### src/rtl/chunked_adder_if.sv
// rtl/chunked_adder_if.sv - start/busy/done handshake and operand/result bus for chunked_adder
//
// Purpose: groups the controller-facing signals of the chunked adder.
// Ports (per modport view):
//   master (controller): drives start, sub, a, b, cin; observes busy, done, sum, cout, overflow
//   slave  (adder):      observes start, sub, a, b, cin; drives busy, done, sum, cout, overflow
interface chunked_adder_if #(
    parameter int WIDTH = 8
);
    logic             start;
    logic             sub;
    logic [WIDTH-1:0] a;
    logic [WIDTH-1:0] b;
    logic             cin;
    logic             busy;
    logic             done;
    logic [WIDTH-1:0] sum;
    logic             cout;
    logic             overflow;

    modport master (
        output start, sub, a, b, cin,
        input  busy, done, sum, cout, overflow
    );

    modport slave (
        input  start, sub, a, b, cin,
        output busy, done, sum, cout, overflow
    );
endinterface

### src/rtl/chunked_adder.sv
// rtl/chunked_adder.sv - multi-cycle add/subtract processing CHUNK bits per clock
//
// Purpose: adds or subtracts two WIDTH-bit operands over K = WIDTH/CHUNK clocks,
// LSB chunk first, with the inter-chunk carry held in a register. Reports carry-out
// and signed overflow of the last completed operation.
// Ports:
//   clk   - single clock, rising edge
//   reset - synchronous, active-high
//   bus   - chunked_adder_if slave: start/sub/a/b/cin in; busy/done/sum/cout/overflow out
module chunked_adder #(
    parameter int WIDTH = 8,
    parameter int CHUNK = 2
) (
    input  logic           clk,
    input  logic           reset,
    chunked_adder_if.slave bus
);
    localparam int K     = WIDTH / CHUNK;
    localparam int IDX_W = (K > 1) ? $clog2(K) : 1;

    typedef enum logic [1:0] {
        IDLE = 2'd0,
        RUN  = 2'd1,
        DONE = 2'd2
    } state_t;

    state_t state;
    state_t state_next;

    logic [WIDTH-1:0] op_a;
    logic [WIDTH-1:0] op_b;
    logic [WIDTH-1:0] work;
    logic [WIDTH-1:0] work_next;
    logic [WIDTH-1:0] sum_q;
    logic             carry;
    logic             cout_q;
    logic             overflow_q;
    logic [IDX_W-1:0] idx;

    logic [CHUNK-1:0] chunk_a;
    logic [CHUNK-1:0] chunk_b;
    logic [CHUNK-1:0] chunk_sum;
    logic             ripple_c;
    logic             chunk_cout;
    logic             chunk_cmsb;
    logic             last_chunk;
    logic             busy_c;
    logic             done_c;

    assign last_chunk = (idx == IDX_W'(K - 1));

    // State register
    always_ff @(posedge clk) begin
        if (reset) begin
            state <= IDLE;
        end else begin
            state <= state_next;
        end
    end

    // Next state and status decode; busy/done depend on state only, so no
    // input reaches an output combinationally.
    always_comb begin
        state_next = state;
        busy_c     = 1'b0;
        done_c     = 1'b0;
        case (state)
            IDLE: begin
                if (bus.start) begin
                    state_next = RUN;
                end
            end
            RUN: begin
                busy_c = 1'b1;
                if (last_chunk) begin
                    state_next = DONE;
                end
            end
            DONE: begin
                busy_c     = 1'b1;
                done_c     = 1'b1;
                state_next = IDLE;
            end
            default: begin
                state_next = IDLE;
            end
        endcase
    end

    // One chunk of 1-bit full adders. chunk_cmsb is the carry entering the top
    // bit of the chunk; on the last chunk that is the carry into the result MSB.
    always_comb begin
        chunk_a    = op_a[int'(idx) * CHUNK +: CHUNK];
        chunk_b    = op_b[int'(idx) * CHUNK +: CHUNK];
        chunk_sum  = '0;
        chunk_cmsb = 1'b0;
        ripple_c   = carry;
        for (int i = 0; i < CHUNK; i++) begin
            if (i == CHUNK - 1) begin
                chunk_cmsb = ripple_c;
            end
            chunk_sum[i] = chunk_a[i] ^ chunk_b[i] ^ ripple_c;
            ripple_c     = (chunk_a[i] & chunk_b[i]) | (ripple_c & (chunk_a[i] ^ chunk_b[i]));
        end
        chunk_cout = ripple_c;

        work_next = work;
        work_next[int'(idx) * CHUNK +: CHUNK] = chunk_sum;
    end

    // Operand latch, chunk iteration and result capture
    always_ff @(posedge clk) begin
        if (reset) begin
            op_a       <= '0;
            op_b       <= '0;
            work       <= '0;
            carry      <= 1'b0;
            idx        <= '0;
            sum_q      <= '0;
            cout_q     <= 1'b0;
            overflow_q <= 1'b0;
        end else begin
            case (state)
                IDLE: begin
                    if (bus.start) begin
                        // Subtract as A + ~B + 1: the inverted operand plus a forced carry-in.
                        op_a  <= bus.a;
                        op_b  <= bus.sub ? ~bus.b : bus.b;
                        carry <= bus.sub ? 1'b1 : bus.cin;
                        idx   <= '0;
                    end
                end
                RUN: begin
                    work  <= work_next;
                    carry <= chunk_cout;
                    if (last_chunk) begin
                        idx        <= '0;
                        sum_q      <= work_next;
                        cout_q     <= chunk_cout;
                        overflow_q <= chunk_cmsb ^ chunk_cout;
                    end else begin
                        idx <= idx + IDX_W'(1);
                    end
                end
                default: begin
                end
            endcase
        end
    end

    assign bus.busy     = busy_c;
    assign bus.done     = done_c;
    assign bus.sum      = sum_q;
    assign bus.cout     = cout_q;
    assign bus.overflow = overflow_q;
endmodule

### src/flat_wrapper.sv
// flat-port wrapper written by rule: the top's interface ports become plain ports
module chunked_adder_flat 
#(
    parameter int WIDTH = 8,
    parameter int CHUNK = 2
)
  (clk, reset, bus_start, bus_sub, bus_a, bus_b, bus_cin, bus_busy, bus_done, bus_sum, bus_cout, bus_overflow);
  chunked_adder_if #(.WIDTH(WIDTH)) bus_i ();
  input  logic clk;
  input  logic reset;
  input wire logic [$bits(bus_i.start)-1:0] bus_start;
  input wire logic [$bits(bus_i.sub)-1:0] bus_sub;
  input wire logic [$bits(bus_i.a)-1:0] bus_a;
  input wire logic [$bits(bus_i.b)-1:0] bus_b;
  input wire logic [$bits(bus_i.cin)-1:0] bus_cin;
  output wire logic [$bits(bus_i.busy)-1:0] bus_busy;
  output wire logic [$bits(bus_i.done)-1:0] bus_done;
  output wire logic [$bits(bus_i.sum)-1:0] bus_sum;
  output wire logic [$bits(bus_i.cout)-1:0] bus_cout;
  output wire logic [$bits(bus_i.overflow)-1:0] bus_overflow;
  assign bus_i.start = bus_start;
  assign bus_i.sub = bus_sub;
  assign bus_i.a = bus_a;
  assign bus_i.b = bus_b;
  assign bus_i.cin = bus_cin;
  assign bus_busy = bus_i.busy;
  assign bus_done = bus_i.done;
  assign bus_sum = bus_i.sum;
  assign bus_cout = bus_i.cout;
  assign bus_overflow = bus_i.overflow;
  chunked_adder #(.WIDTH(WIDTH), .CHUNK(CHUNK)) u_core (.clk(clk), .reset(reset), .bus(bus_i));
endmodule
### config.mk
export PLATFORM = sky130hd
export DESIGN_NAME = chunked_adder_flat
export DESIGN_NICKNAME = d
export VERILOG_FILES = /design/src/rtl/chunked_adder_if.sv /design/src/rtl/chunked_adder.sv /design/src/flat_wrapper.sv
export SDC_FILE = /design/constraint.sdc
export NUM_CORES = 1
export LEC_CHECK = 0
export CAP_MARGIN = 0
export CELL_PAD_IN_SITES_DETAIL_PLACEMENT = 1
export CELL_PAD_IN_SITES_GLOBAL_PLACEMENT = 1
export CORE_MARGIN = 2
export CORE_UTILIZATION = 35
export CTS_BUF_LIST = sky130_fd_sc_hd__clkbuf_8
export DETAILED_ROUTE_END_ITERATION = 8
export HOLD_SLACK_MARGIN = 0.15
export PLACE_DENSITY = 0.68
export SYNTH_ARGS = -nofsm -noshare
export SYNTH_HDL_FRONTEND = slang
export SYNTH_SLANG_ARGS = --single-unit
### constraint.sdc
create_clock -name clk -period 4.95 [get_ports clk]
set_input_delay 0.495 -clock clk [delete_from_list [all_inputs] [get_ports clk]]
set_output_delay 0.495 -clock clk [all_outputs]
set_load 0.1 [all_outputs]
# Yosys cells after proc, flatten, opt, wreduce, memory -nomap -nowiden

Index checks and enable logic that the tools add are counted.

Input bits: 21
Flip-flop bits (word level): 39

Mux-type cells: 13
Shifts and indexed selects: 4
Reduce and logical (&&, ||, !) cells: 7
Add/subtract/negate cells: 2
Bitwise gates (word level): 12
Equal/unequal tests: 5

Operator list:

| kind                   | number |
|---|---|
| $neg 3->33             | 1 |
| $shift 2x33->8 const A | 1 |
| $shiftx 2x33->8        | 1 |
| $shiftx 8x4->2         | 2 |
| $bwmux 8               | 1 |
| $mux 2                 | 4 |
| $mux 8                 | 1 |
| $not 8->8              | 1 |
| $pmux 2 s2             | 2 |
| $reduce_and 2->1       | 4 |
| $xor 1x1->1            | 5 |
| $and 1x1->1            | 4 |
| $eq 2x2->1 const B     | 2 |
| $mux 1                 | 4 |
| $add 2x1->2 const B    | 1 |
| $eq 2x1->1 const B     | 1 |
| $logic_not 2->1        | 1 |
| $ne 2x1->1 const B     | 1 |
| $ne 2x2->1 const B     | 1 |
| $or 1x1->1             | 2 |
| $pmux 1 s2             | 1 |
| $reduce_bool 2->1      | 1 |
| $reduce_or 2->1        | 1 |

# Longest topological paths before layout

Word-level depth: 7
Gate-level depth with buffers: 7
Mapped depth without buffers: 6

# Worst setup path before layout

OpenSTA, ideal clock, no wires.

Kind: register to register
Start point: register u_core.idx[0]
End point: register u_core.sum_q[1] (netlist: u_core.bus.sum[1])
Clock period less this slack: 2.639 ns
Path slack: 2.311 ns
Arrival: 2.507 ns
Cell stages (with the launch flop): 8
Buffers on the path: 1
Cells stage by stage: dfxtp_1 -> buf_4 -> mux4_2 -> fa_1 -> fa_1 -> nor2b_1 -> a221oi_1 -> nor3_1

Longest elaborated chain between the ends: 7

RTL lines:

| item                              | RTL line                                   | source |
|---|---|---|
| start: declaration                | chunked_adder.sv:38                        | `logic [IDX_W-1:0] idx;` |
| start signal: assignment          | chunked_adder.sv:142                       | `idx <= idx + IDX_W'(1);` |
| $shiftx 8x4->2 (on tied branches) | chunked_adder.sv:93, chunked_adder.sv:94   |  |
| $xor 1x1->1                       | chunked_adder.sv:102, chunked_adder.sv:103 |  |
| $and 1x1->1                       | chunked_adder.sv:103                       | `ripple_c = (chunk_a[i] & chunk_b[i]) \| (ripple_c & (chunk_a[i] ^ chunk_b[i]));` |
| $or 1x1->1                        | chunked_adder.sv:103                       |  |
| $xor 1x1->1                       | chunked_adder.sv:102                       | `chunk_sum[i] = chunk_a[i] ^ chunk_b[i] ^ ripple_c;` |
| $shiftx 2x33->8                   | chunked_adder.sv:108                       | `work_next[int'(idx) * CHUNK +: CHUNK] = chunk_sum;` |
| $bwmux 8                          | chunked_adder.sv:108                       |  |
| end signal: assignment            | chunked_adder.sv:138                       | `sum_q <= work_next;` |
| end: declaration                  | chunked_adder.sv:34                        | `logic [WIDTH-1:0] sum_q;` |

Several ways; a longest one is shown, not always the timed one.
A chain may end at the register's enable or synchronous reset.

# Worst setup path in the final report

Ends and elaborated chain as after synthesis.

==> run metrics <==
status=finished clean; clock sink total=39; die area=6070 sq um; wl on met1=1990 um; Post-Route WL=4140 um; nets@finish=262; fin util=44.3%; Ant. Diodes=0; Post-Place Setup Slack=1.97 ns; Post-CTS Resized=0; Top Metal Used=met4; Final period util=59.9%; crit start category=register; HP Start=u_core.op_a[2]; global-route wire length before repair=7460 um; Final Max Slew Viols=0; Seq/Total Area, Yosys=40.8%; Max Clk Rate=0.337 GHz; startpoint of the worst register-to-register path=u_core.idx[0]; # IOs=33; Netlist cell types=29; Worst R2R End=u_core.bus.sum[1]; # Post-CTS Setup Buffers=0; Cell Rows=26; Die Y=77.9 um; detailed-route via count=1514; Met3 Wirelength=115 um; total grt overflow=0; dpl hpwl=2970 um; Final Hold Viols=0; Worst R2R Path Depth=6; routability cong.=0.769; RSZ-0062 raised after global routing=false; initial antenna violation count=0; CP required=5.09 ns; Post-synth EDFFs=0; PD cells=290 nW/um^2; Finished Cell Area=2300 sq um; worst hold slack=0.460 ns; Synth warnings=0; Initial DRC Count=48; vias per cell=5.03; area post-placement=2220 sq um; TritonCTS buffer count=5; worst slew pin tran=0.983 ns; area grow syn2layout=20.5%; Hold Path End=u_core.op_a[2]; setup TNS=0 ns; routed wl met2=2020 um; pin count of the biggest net entering global routing=40; syn_nets=235; kind of end point of the critical path=register; clock-pin slew on the worst setup and hold paths=0.08 ns; Max-slew headroom=34.3%; R2R setup slack=1.99 ns; GRT Util Overall=15.1%; # Max-Cap Violations=0; critical path data arrival time=3.10 ns; CORE AREA=5200 sq um; final worst clock skew=0.00398 ns; CTS tree=done; Syn Area/Cell=9.42 sq um; WHS Path Cells=2; mapped cell area=1910 sq um; leakage=0.848 nW; final setup violation count=0; fin cells=301; top_reg_cell synth=dfxtp_1; crit path launch=u_core.idx[0]; final setup margin=1.99 ns; initial core utilization=36.8%; WL/cell=13.8 um; DRT antenna net count=0; Tmin final=2.96 ns; Hold Crit Class=register to register; Power Total=0.668 mW; asr flop ratio synth=0%; Worst-Skew Late Latency=0.28 ns; vias in the first global route=1580; Clock Tree Root=clkbuf_8; H-tree depth=2; DRT Pass-1 Iters=3; Mapped Cells=203; critical path type=register to register; clk buf depth=2; port buffer count=32; post-cts hold buffer count=0; number of remaining DRC errors=0; Crit Path Max Fanout=14; Die Wd=77.9 um; Peak VDD IR=120 uV; dpl cells=293; share of cells above drive strength 1=7.36%; flops & latches, synth=39
cells in the final DEF (no fill, tap or decap):
cell / instances
nor2b_1: 3
nor2_1: 28
a211oi_1: 6
fa_1: 2
mux4_2: 4
buf_2: 1
a211o_1: 1
inv_1: 12
mux2i_1: 1
clkbuf_8: 5
nand2b_1: 2
and2_1: 2
and4b_4: 1
a21oi_1: 12
and4bb_2: 1
and3b_1: 4
a22oi_1: 4
clkinv_2: 1
clkdlybuf4s50_1: 31
dfxtp_1: 39
nand2_1: 25
nor3_1: 10
ha_1: 9
a221oi_1: 8
a211oi_2: 4
xnor2_1: 9
a32oi_1: 6
cells in the mapped netlist (all sizes together) (2+ instances only):
library cell	number	area, sq um
a221oi	8	70.1
ha	9	113
nand2	25	93.8
dfxtp	39	781
mux4	4	90.1
buf	9	76.3
inv	10	37.5
fa	2	40.0
a21oi	12	60.1
and3b	4	35.0
a211oi	10	95.1
and2	2	12.5
nor3	10	50.1
nand2b	2	12.5
nor2b	3	18.8
a32oi	6	52.6
nor2	28	105
clkbuf	2	7.51
xnor2	9	78.8
a22oi	4	30.0
report_power, final:
part           total (mW)  switching (mW)  internal (mW)
Sequential          0.340          0.0119          0.329
Clock               0.203           0.108         0.0949
Combinational       0.124          0.0691         0.0552
Total               0.668           0.189          0.479
sequential cells by signal (all words and copies together) (netlist names):
| signal | flops |
|---|---|
| u_core.bus.sum | 8 |
| u_core.op_a | 8 |
| u_core.op_b | 8 |
| u_core.work | 8 |
| u_core.idx | 2 |
| u_core.state | 2 |
| u_core.bus.cout | 1 |
| u_core.bus.overflow | 1 |
| u_core.carry | 1 |
critical path, cell delays in order (launching register included):
cell	delay, ns
dfxtp_1	0.69
mux4_2	0.59
fa_1	0.46
fa_1	0.54
nor2b_1	0.19
a221oi_1	0.26
nor3_1	0.08
per-layer routing:
layer / vias up / global-route usage, %
met5: - / 0
met4: 0 / 3.68
met3: 2 / 3.49
met2: 23 / 25.8
met1: 726 / 19.3
li1: 763 / -
worst max-delay path by stage:
stage                              endpoint  slack (ns)  cells past startpoint
after floorplan           u_core.bus.sum[1]        2.31                      7
after CTS                 u_core.bus.sum[1]        1.95                      6
after global routing      u_core.bus.sum[1]        1.77                      6
final                     u_core.bus.sum[1]        1.99                      6
after global placement    u_core.bus.sum[1]        1.99                      6
after detailed placement  u_core.bus.sum[1]        1.97                      6
cell type report:
type | instances | area, sq um
fill | 626 | 2900
clock inverter | 3 | 12.5
multi-input combinational | 142 | 1000
clock buffer | 5 | 68.8
sequential | 39 | 781
inverter | 10 | 37.5
timing repair buffer | 32 | 315
tap | 70 | 87.6
logic make-up after synthesis:
logic type,count (synthesis),share of synthesized area (%)
compound gates,41,16.5
xor+xnor,9,4.12
fa+ha+maj,11,7.98
buf+inv,22,6.80
flops,39,40.8
mux,5,5.23
simple gates,76,18.5
Note: power is estimated with default switching activity, not from simulation.
